`src/rtl/keypad_scan_interface_pkg.sv`:
```
// rtl/keypad_scan_interface_pkg.sv - shared types, widths and key map for the keypad scanner
package keypad_pkg;

    localparam int COL_W = 4;
    localparam int ROW_W = 4;
    localparam int IDX_W = 2;

    typedef enum logic [1:0] {
        S_IDLE        = 2'd0,
        S_PRESS_DEB   = 2'd1,
        S_HELD        = 2'd2,
        S_RELEASE_DEB = 2'd3
    } key_state_t;

    // Hex value of each key, indexed {col, row}; column 0 first, row 0 first
    localparam logic [3:0] KEY_MAP [16] = '{
        4'h1, 4'h4, 4'h7, 4'h0,
        4'h2, 4'h5, 4'h8, 4'hF,
        4'h3, 4'h6, 4'h9, 4'hE,
        4'hA, 4'hB, 4'hC, 4'hD
    };

    // Lowest-numbered active-low row wins when several rows are pulled low
    function automatic logic [IDX_W-1:0] first_low_row(input logic [ROW_W-1:0] rows);
        logic [IDX_W-1:0] idx;
        if (!rows[0])      idx = 2'd0;
        else if (!rows[1]) idx = 2'd1;
        else if (!rows[2]) idx = 2'd2;
        else               idx = 2'd3;
        return idx;
    endfunction

endpackage

```
`src/rtl/keypad_scan_interface_if.sv`:
```
// rtl/keypad_scan_interface_if.sv - keypad pins and decoded-key outputs bundle
interface keypad_scan_interface_if;
    import keypad_pkg::*;

    logic [ROW_W-1:0] row_in;
    logic             clear;
    logic [COL_W-1:0] col_out;
    logic             key_valid;
    logic [3:0]       key_code;
    logic [15:0]      data_out;

    // master: keypad/host side; slave: the scanner
    modport master (output row_in, clear, input col_out, key_valid, key_code, data_out);
    modport slave  (input row_in, clear, output col_out, key_valid, key_code, data_out);
endinterface

```
`src/rtl/keypad_scan_interface_counter.sv`:
```
// rtl/keypad_scan_interface_counter.sv - column dwell prescaler and column index counter
module keypad_scan_counter
    import keypad_pkg::*;
#(
    parameter int SCAN_DIV = 100000
) (
    input  logic             clock_in,
    input  logic             reset,
    output logic             o_tick,
    output logic [IDX_W-1:0] o_col_idx,
    output logic             o_frame_end
);

    localparam int PW = (SCAN_DIV > 2) ? $clog2(SCAN_DIV) : 1;
    localparam logic [PW-1:0] LAST = PW'(SCAN_DIV - 1);

    logic [PW-1:0]    r_presc;
    logic [IDX_W-1:0] r_col_idx;
    logic             w_tick;

    assign w_tick      = (r_presc == LAST);
    assign o_tick      = w_tick;
    assign o_col_idx   = r_col_idx;
    assign o_frame_end = w_tick && (r_col_idx == 2'd3);

    // Prescaler wraps every dwell; the column advances on the wrap
    always_ff @(posedge clock_in or posedge reset) begin
        if (reset) begin
            r_presc   <= '0;
            r_col_idx <= '0;
        end else if (w_tick) begin
            r_presc   <= '0;
            r_col_idx <= r_col_idx + 2'd1;
        end else begin
            r_presc   <= r_presc + 1'b1;
        end
    end

endmodule

```
`src/rtl/keypad_scan_interface.sv`:
```
// rtl/keypad_scan_interface.sv - 4x4 keypad scanner with frame debounce and digit shift register
module keypad_scan_interface
    import keypad_pkg::*;
#(
    parameter int SCAN_DIV       = 100000,
    parameter int DEBOUNCE_SCANS = 4
) (
    input  logic                   clock_in,
    input  logic                   reset,
    keypad_scan_interface_if.slave bus
);

    localparam logic [3:0] DEB_N = 4'(DEBOUNCE_SCANS);

    logic [ROW_W-1:0] r_row_s1, r_row_s2;
    logic             w_tick, w_frame_end;
    logic [IDX_W-1:0] w_col_idx;
    logic             w_col_hit, w_frame_hit;
    logic [3:0]       w_col_code, w_frame_code;
    logic             r_acc_hit;
    logic [3:0]       r_acc_code;
    key_state_t       r_state, w_state_nx;
    logic [3:0]       r_cnt, w_cnt_nx;
    logic [3:0]       r_cand, w_cand_nx;
    logic             w_accept;
    logic             r_key_valid;
    logic [3:0]       r_key_code;
    logic [15:0]      r_data;

    keypad_scan_counter #(.SCAN_DIV(SCAN_DIV)) u_counter (
        .clock_in    (clock_in),
        .reset       (reset),
        .o_tick      (w_tick),
        .o_col_idx   (w_col_idx),
        .o_frame_end (w_frame_end)
    );

    // Two-flop synchronizer; idle rows read high
    always_ff @(posedge clock_in or posedge reset) begin
        if (reset) begin
            r_row_s1 <= '1;
            r_row_s2 <= '1;
        end else begin
            r_row_s1 <= bus.row_in;
            r_row_s2 <= r_row_s1;
        end
    end

    assign w_col_hit    = ~&r_row_s2;
    assign w_col_code   = KEY_MAP[{w_col_idx, first_low_row(r_row_s2)}];
    // The last column's sample is folded in directly so the frame result is complete at frame end
    assign w_frame_hit  = r_acc_hit | w_col_hit;
    assign w_frame_code = r_acc_hit ? r_acc_code : w_col_code;

    // Keep the first hit of the frame in scan order; cleared at frame end
    always_ff @(posedge clock_in or posedge reset) begin
        if (reset) begin
            r_acc_hit  <= 1'b0;
            r_acc_code <= '0;
        end else if (w_frame_end) begin
            r_acc_hit  <= 1'b0;
            r_acc_code <= '0;
        end else if (w_tick && !r_acc_hit && w_col_hit) begin
            r_acc_hit  <= 1'b1;
            r_acc_code <= w_col_code;
        end
    end

    // Debounce FSM state register
    always_ff @(posedge clock_in or posedge reset) begin
        if (reset) begin
            r_state <= S_IDLE;
            r_cnt   <= '0;
            r_cand  <= '0;
        end else begin
            r_state <= w_state_nx;
            r_cnt   <= w_cnt_nx;
            r_cand  <= w_cand_nx;
        end
    end

    // Debounce FSM next state, evaluated once per frame
    always_comb begin
        w_state_nx = r_state;
        w_cnt_nx   = r_cnt;
        w_cand_nx  = r_cand;
        if (w_frame_end) begin
            case (r_state)
                S_IDLE: if (w_frame_hit) begin
                    w_cand_nx  = w_frame_code;
                    w_cnt_nx   = 4'd1;
                    w_state_nx = (DEB_N == 4'd1) ? S_HELD : S_PRESS_DEB;
                end
                S_PRESS_DEB: begin
                    if (!w_frame_hit) begin
                        w_state_nx = S_IDLE;
                    end else if (w_frame_code == r_cand) begin
                        w_cnt_nx = r_cnt + 4'd1;
                        if (r_cnt + 4'd1 == DEB_N) w_state_nx = S_HELD;
                    end else begin
                        w_cand_nx = w_frame_code;
                        w_cnt_nx  = 4'd1;
                    end
                end
                S_HELD: if (!w_frame_hit) begin
                    w_cnt_nx   = 4'd1;
                    w_state_nx = (DEB_N == 4'd1) ? S_IDLE : S_RELEASE_DEB;
                end
                S_RELEASE_DEB: begin
                    if (w_frame_hit) begin
                        w_state_nx = S_HELD;
                    end else begin
                        w_cnt_nx = r_cnt + 4'd1;
                        if (r_cnt + 4'd1 == DEB_N) w_state_nx = S_IDLE;
                    end
                end
                default: w_state_nx = S_IDLE;
            endcase
        end
    end

    // Accept strobe: the frame that completes a stable press
    always_comb begin
        w_accept = 1'b0;
        if (w_frame_end && w_frame_hit) begin
            if (r_state == S_IDLE && DEB_N == 4'd1)
                w_accept = 1'b1;
            else if (r_state == S_PRESS_DEB && w_frame_code == r_cand && r_cnt + 4'd1 == DEB_N)
                w_accept = 1'b1;
        end
    end

    // Registered outputs; clear beats a simultaneous shift of data_out
    always_ff @(posedge clock_in or posedge reset) begin
        if (reset) begin
            r_key_valid <= 1'b0;
            r_key_code  <= '0;
            r_data      <= '0;
        end else begin
            r_key_valid <= w_accept;
            if (w_accept) r_key_code <= w_frame_code;
            if (bus.clear)     r_data <= '0;
            else if (w_accept) r_data <= {r_data[11:0], w_frame_code};
        end
    end

    assign bus.col_out   = ~(4'b0001 << w_col_idx);
    assign bus.key_valid = r_key_valid;
    assign bus.key_code  = r_key_code;
    assign bus.data_out  = r_data;

endmodule

```
`src/flat_wrapper.sv`:
```
// flat-port wrapper written by rule: the top's interface ports become plain ports
module keypad_scan_interface_flat import keypad_pkg::*;
#(
    parameter int SCAN_DIV       = 100000,
    parameter int DEBOUNCE_SCANS = 4
)
  (clock_in, reset, bus_row_in, bus_clear, bus_col_out, bus_key_valid, bus_key_code, bus_data_out);
  keypad_scan_interface_if bus_i ();
  input  logic clock_in;
  input  logic reset;
  input wire logic [$bits(bus_i.row_in)-1:0] bus_row_in;
  input wire logic [$bits(bus_i.clear)-1:0] bus_clear;
  output wire logic [$bits(bus_i.col_out)-1:0] bus_col_out;
  output wire logic [$bits(bus_i.key_valid)-1:0] bus_key_valid;
  output wire logic [$bits(bus_i.key_code)-1:0] bus_key_code;
  output wire logic [$bits(bus_i.data_out)-1:0] bus_data_out;
  assign bus_i.row_in = bus_row_in;
  assign bus_i.clear = bus_clear;
  assign bus_col_out = bus_i.col_out;
  assign bus_key_valid = bus_i.key_valid;
  assign bus_key_code = bus_i.key_code;
  assign bus_data_out = bus_i.data_out;
  keypad_scan_interface #(.SCAN_DIV(SCAN_DIV), .DEBOUNCE_SCANS(DEBOUNCE_SCANS)) u_core (.clock_in(clock_in), .reset(reset), .bus(bus_i));
endmodule
```
`config.mk`:
```
export PLATFORM = sky130hd
export DESIGN_NAME = keypad_scan_interface_flat
export DESIGN_NICKNAME = d
export VERILOG_FILES = /design/src/rtl/keypad_scan_interface_pkg.sv /design/src/rtl/keypad_scan_interface_if.sv /design/src/rtl/keypad_scan_interface_counter.sv /design/src/rtl/keypad_scan_interface.sv /design/src/flat_wrapper.sv
export SDC_FILE = /design/constraint.sdc
export NUM_CORES = 1
export LEC_CHECK = 0
export CAP_MARGIN = 20
export CORE_UTILIZATION = 35
export DETAILED_ROUTE_END_ITERATION = 10
export PLACE_DENSITY_LB_ADDON = 0.08
export SYNTH_ARGS = -nofsm -noshare
export SYNTH_HDL_FRONTEND = slang
export SYNTH_HIERARCHICAL = 1
export SYNTH_SLANG_ARGS = --single-unit
```
`constraint.sdc`:
```
create_clock -name clock_in -period 5.2 [get_ports clock_in]
set_input_delay 1.56 -clock clock_in [delete_from_list [all_inputs] [get_ports clock_in]]
set_output_delay 1.56 -clock clock_in [all_outputs]
set_load 0.02 [all_outputs]
```
==> impl_metrics.py, run 1 <==
metrics = {
    "run_status": {
        "outcome": "completed",
    },
    "route": {
        "ant_nets": 0,
        "drtIter0Drc": 110,
        "vias": 2103,
        "drc_errors": 0,
        "vias_per_cell": 4.95,
        "wl_mm": 6.05,
        "first_pass_iters": 4,
        "routedWlPerCell_um": 14.2,
    },
    "finish": {
        "num_antenna_cells": 0,
        "synthToLayoutAreaGrowth_pct": 18.9,
        "fin_nets": 329,
        "layout-drive-gt1-share": 0.141,
        "fin_area_mm2": 0.00366,
    },
    "global_routing": {
        "antenna_found_initial": 0,
        "top_usage_layer": "met1",
        "grt_pass1_vias": 2134,
        "grt_max_degree": 45,
        "grt_overflow": 0,
        "grt_usage": 0.154,
        "use_met1": 0.225,
        "grt_pass1_wl_mm": 10.6,
        "use_met3": 0.0419,
        "gr-usage-met2": 0.212,
    },
    "critical_path": {
        "r2r-start": "u_core/u_counter/r_presc[0]$_DFF_PP0_",
        "crit_path_end_kind": "flip-flop",
        "startpoint_type": "flip-flop",
        "r2r_end": "u_core/bus.data_out[7]$_DFFE_PP0P_",
        "crit_arrival_ns": 3.63,
        "path_max_fanout": 13,
        "worst-setup-path-type": "reg2reg",
        "critPathLaunch": "u_core/u_counter/r_presc[0]$_DFF_PP0_",
        "r2r_slack_ns": 1.77,
        "r2r_cells": 10,
        "cp.required_ns": 5.40,
    },
    "yosys": {
        "synth_seq_cells": 63,
        "ys.flop_type": "dfrtp_1",
        "yosysUniqueCellTypes": 55,
        "yosys.area.top_type": "dfrtp_1",
        "synth_edf_count": 0,
        "ys_warn_count": 6,
        "syn_nets": 295,
        "yosysMostFrequentCell": "dfrtp_1",
        "netlist.area_leader.share": 0.447,
        "synthTopCellsByArea": "dfrtp_1 45%, dfstp_2 6.8%, mux2i_1 4.6%",
        "synth_commonest_cells": "55 x dfrtp_1, 37 x nor2_1, 18 x nand2_1",
        "ys_seq_area_frac": 0.516,
        "synth-async-reset-ratio": 1.00,
        "syn_area_mm2": 0.00308,
        "synth_cells": 281,
        "syn_area_per_cell_um2": 10.9,
    },
    "min_path": {
        "min_to": "u_core/r_row_s2[0]$_DFF_PP1_",
        "min_from": "u_core/r_row_s1[0]$_DFF_PP1_",
        "min_path_type": "reg2reg",
        "hold_depth": 0,
    },
    "sta": {
        "period_needed_ns": 3.43,
        "max_freq_ghz": 0.292,
        "timing.slew.headroom": 0.427,
        "setup_viol": 0,
        "fin_worst_skew_ns": 0.00689,
        "finalHoldViolations": 0,
        "setup_tns_ns": 0,
        "period_share": 0.660,
        "maxSlewViolCount": 0,
        "rsz0062_at_grt": "no",
        "worstMarginPinSlew_ns": 0.855,
    },
    "clock_network": {
        "clock_path_buffers": 2,
        "clock_latency_ns": 0.34,
        "cts_tree": "built",
        "clock-sinks": 63,
        "cts_max_level": 3,
        "root_buffer": "clkbuf_8",
        "cts.clk_slew.worst_paths_ns": 0.07,
        "cts_made_buffers": 9,
        "hold_buffers": 0,
        "postCtsResizedCells": 0,
        "post_cts_buffers": 0,
    },
    "die": {
        "die-area_mm2": 0.00917,
        "die_w_um": 95.8,
        "initial_core_util": 0.367,
        "ios": 32,
        "coreArea_mm2": 0.00838,
        "rows": 33,
        "die_h_um": 95.8,
    },
    "placed_design": {
        "placed_area_mm2": 0.00348,
        "numPortBuffers": 31,
        "hpwl_mm": 4.18,
        "place_congestion": 0.743,
    },
    "pwr": {
        "power.density_mw_per_mm2": 251,
        "ir_drop_v": 0.000153,
        "leakage_nw": 1.56,
    },
    "job": {
        "maxCapViolCount": 0,
    },
}
## worst max-delay path: stages (launching register included)
cell	delay [ns]
dfrtp_1	0.41
ha_1	0.24
nand4_1	0.23
nor3_1	0.32
and2_1	0.44
nor3b_1	0.28
o2111ai_2	0.16
a211oi_4	0.69
buf_8	0.24
mux2i_1	0.21
nor2_1	0.05
## cells by family after synthesis
kind of cell,share of synthesized area
xor+xnor,0.0704
flops,0.516
buf+inv,0.0338
compound gates,0.0992
mux,0.0748
fa+ha+maj,0.0285
simple gates,0.178
## cells in the final DEF, fill, tap and decap left out, types with 2 or more instances in the layout
cell and instances:
ha_1 7, nor3_1 9, and3_1 2, xnor2_1 15, mux2i_1 14, a21o_1 4
a31oi_1 5, nor4_1 4, mux2_1 2, nand4_1 6, or3b_2 2, and2_1 2
nor2b_1 3, mux2_2 4, dfrtp_1 55, clkbuf_8 11, buf_4 2, a211oi_2 2
dfstp_2 8, nand2b_1 4, nand2_1 18, clkbuf_1 2, o22a_1 2, nand3_1 9
clkinv_2 2, inv_1 9, nor3b_1 2, clkdlybuf4s50_1 31, a21oi_1 4, xor2_1 6
a211oi_1 2, a32o_1 2, nor2_1 37, o21ai_0 8
## power by group
| part | total, mW | switching (mW) | internal, mW |
|---|---|---|---|
| registers | 0.498 | 0.00270 | 0.496 |
| clock network | 0.379 | 0.181 | 0.198 |
| logic | 0.0401 | 0.0255 | 0.0146 |
## how the worst max path moves through the flow
stage | endpoint | slack (ns) | cells past startpoint
floorplan | u_core/r_cand[1]$_DFFE_PP0P_ | 2.41 | 10
global route | u_core/bus.data_out[6]$_DFFE_PP0P_ | 1.45 | 10
CTS | u_core/bus.data_out[7]$_DFFE_PP0P_ | 1.72 | 10
finish | u_core/bus.data_out[7]$_DFFE_PP0P_ | 1.77 | 10
detailed placement | u_core/bus.data_out[7]$_DFFE_PP0P_ | 1.73 | 10
global placement | u_core/bus.key_code[1]$_DFFE_PP0P_ | 1.63 | 8
## per-stage QoR
step	worst slack (ns)	std cells	power (mW)	hold slack (ns)	utilization
CTS	1.72	425	0.937	0.351	0.436
global placement	1.63	408	0.549	0.347	0.414
global route	1.45	425	0.964	0.353	0.436
detailed placement	1.73	409	0.548	0.347	0.415
floorplan	2.41	281	0.535	0.345	-
finish	1.77	425	0.918	0.349	0.436
## routing by layer
layer / part of all wire / routed length [µm]
met1: 0.52 / 3170
met2: 0.43 / 2580
met3: 0.031 / 186
met4: 0.018 / 106
met5: 0 / 0
## sequential cells by signal (all words and copies together), names as in the netlist, 2 cells and up, named ones only
register	count
u_core/bus.data_out	16
u_core/bus.key_code	4
u_core/r_acc_code	4
u_core/r_cand	4
u_core/r_cnt	4
u_core/r_row_s1	4
u_core/r_row_s2	4
u_core/u_counter/o_col_idx	2
u_core/u_counter/r_presc	17
## layout make-up
class	count	area (µm²)
Clock inverter	3	17.5
Fill cell	819	4720
Tap cell	105	131
Clock buffer	13	159
Timing Repair Buffer	34	340
Multi-Input combinational cell	197	1390
Sequential cell	63	1590
Inverter	10	37.5
No activity file was read; power rests on OpenSTA's default activity.
==> run 2, diff against run 1 <==
clock period = 3.4 ns   (was 5.2 ns; I/O delays follow)
==> impl_metrics.py, run 2 (same netlist as run 1, synthesis figures left out) <==
metrics = {
    "clock_network": {
        "clock_latency_ns": 0.33,
        "hold_buffers": 0,
        "postCtsResizedCells": 0,
        "cts_made_buffers": 9,
        "post_cts_buffers": 0,
        "cts.clk_slew.worst_paths_ns": 0.07,
        "cts_tree": "built",
        "clock-sinks": 63,
        "root_buffer": "clkbuf_8",
        "cts_max_level": 3,
        "clock_path_buffers": 2,
    },
    "placed_design": {
        "dpl_worst_slack_ns": 0.376,
        "numPortBuffers": 31,
        "hpwl_mm": 4.11,
        "placed_area_mm2": 0.00350,
        "place_congestion": 0.754,
    },
    "critical_path": {
        "startpoint_type": "flip-flop",
        "critPathLaunch": "u_core/r_row_s2[2]$_DFF_PP1_",
        "crit_path_end": "u_core/r_cand[2]$_DFFE_PP0P_",
        "cp.required_ns": 3.61,
        "crit_arrival_ns": 3.22,
        "worst-setup-path-type": "reg2reg",
        "path_max_fanout": 5,
        "r2r_end": "u_core/r_cand[2]$_DFFE_PP0P_",
        "crit_path_end_kind": "flip-flop",
        "r2r-start": "u_core/r_row_s2[2]$_DFF_PP1_",
        "r2r_slack_ns": 0.39,
        "r2r_cells": 10,
    },
    "sta": {
        "finalHoldViolations": 0,
        "layout_setup_ws_ns": 0.393,
        "period_needed_ns": 3.01,
        "worstMarginPinSlew_ns": 0.756,
        "setup_viol": 0,
        "period_share": 0.884,
        "rsz0062_at_grt": "no",
        "setup_tns_ns": 0,
        "hold_slack_ns": 0.355,
        "maxSlewViolCount": 0,
        "max_freq_ghz": 0.333,
        "timing.slew.headroom": 0.495,
        "fin_worst_skew_ns": 0.0116,
    },
    "global_routing": {
        "grt_pass1_vias": 2075,
        "antenna_found_initial": 0,
        "grt_overflow": 0,
        "grt_max_degree": 45,
        "grt_usage": 0.147,
        "grt_pass1_wl_mm": 10.1,
    },
    "finish": {
        "fin_nets": 331,
        "synthToLayoutAreaGrowth_pct": 20.7,
        "final_common_cell": "dfrtp_1",
        "num_antenna_cells": 0,
        "fin_area_mm2": 0.00371,
        "final_cell_mix": "55 x dfrtp_1, 37 x nor2_1, 31 x clkdlybuf4s50_1",
        "largest_reg_flops": 17,
        "regMostFlops": "u_core/u_counter/r_presc",
        "layout-drive-gt1-share": 0.146,
    },
    "route": {
        "wl_mm": 5.91,
        "ant_nets": 0,
        "drtIter0Drc": 103,
        "vias": 2100,
        "drc_errors": 0,
        "routedWlPerCell_um": 13.9,
        "first_pass_iters": 4,
        "vias_per_cell": 4.93,
    },
    "die": {
        "die-area_mm2": 0.00917,
        "die_w_um": 95.8,
        "coreArea_mm2": 0.00838,
        "initial_core_util": 0.367,
        "rows": 33,
        "die_h_um": 95.8,
        "ios": 32,
    },
    "job": {
        "maxCapViolCount": 0,
    },
    "min_path": {
        "min_path_type": "reg2reg",
    },
    "run_status": {
        "outcome": "completed",
    },
    "pwr": {
        "leakage_nw": 1.59,
        "power.density_mw_per_mm2": 409,
        "ir_drop_v": 0.000218,
    },
}
==> run 2: layout make-up <==
cell class              instances  area (µm²)
clock buffers                  11         141
fillers                       803        4670
inverters                      10        37.5
flip-flops and latches         63        1590
clock inverters                 4        70.1
multi-input cells             197        1390
repair buffers                 36         360
well taps                     105         131
==> run 2: routing by layer <==
layer  up-vias  share of wire  GRT usage
met4         0         0.0068     0.0597
li1       1054              -          -
met1      1007           0.52      0.216
met3         4          0.042     0.0387
met2        35           0.43      0.205
met5         -              0          0
==> run 2: worst min path at each step <==
| stage | slack, ns | cells past startpoint | from | to |
|---|---|---|---|---|
| final | 0.36 | 0 | u_core/r_row_s1[2]$_DFF_PP1_ | u_core/r_row_s2[2]$_DFF_PP1_ |
| after global routing | 0.36 | 0 | u_core/r_row_s1[2]$_DFF_PP1_ | u_core/r_row_s2[2]$_DFF_PP1_ |
| after global placement | 0.35 | 0 | u_core/r_row_s1[3]$_DFF_PP1_ | u_core/r_row_s2[3]$_DFF_PP1_ |
| after CTS | 0.36 | 0 | u_core/r_row_s1[2]$_DFF_PP1_ | u_core/r_row_s2[2]$_DFF_PP1_ |
| after detailed placement | 0.35 | 0 | u_core/r_row_s1[3]$_DFF_PP1_ | u_core/r_row_s2[3]$_DFF_PP1_ |
| after floorplan | 0.35 | 0 | u_core/r_row_s1[0]$_DFF_PP1_ | u_core/r_row_s2[0]$_DFF_PP1_ |
==> run 2: where the power goes <==
group	leakage [nW]	switching, mW	internal [mW]
clock network	0.109	0.268	0.427
registers	0.838	0.00325	0.758
logic	0.639	0.0391	0.0221
==> run 2: worst max-delay path: stages, from the launching register on <==
cell and delay (ns):
dfstp_2 0.52, nand2b_1 0.17, nand2_1 0.12, ha_1 0.30, or3b_2 0.43, o221a_2 0.15
a21oi_1 0.19, o32ai_2 0.14, a211oi_2 0.31, a21o_1 0.23, mux2_1 0.34
==> run 2: per-stage QoR <==
stage / power (mW) / std cells / utilization
final: 1.52 / 426 / 0.443
after global routing: 1.58 / 426 / 0.443
after CTS: 1.55 / 426 / 0.443
after detailed placement: 0.838 / 411 / 0.418
after global placement: 0.839 / 411 / 0.418
after floorplan: 0.818 / 281 / -
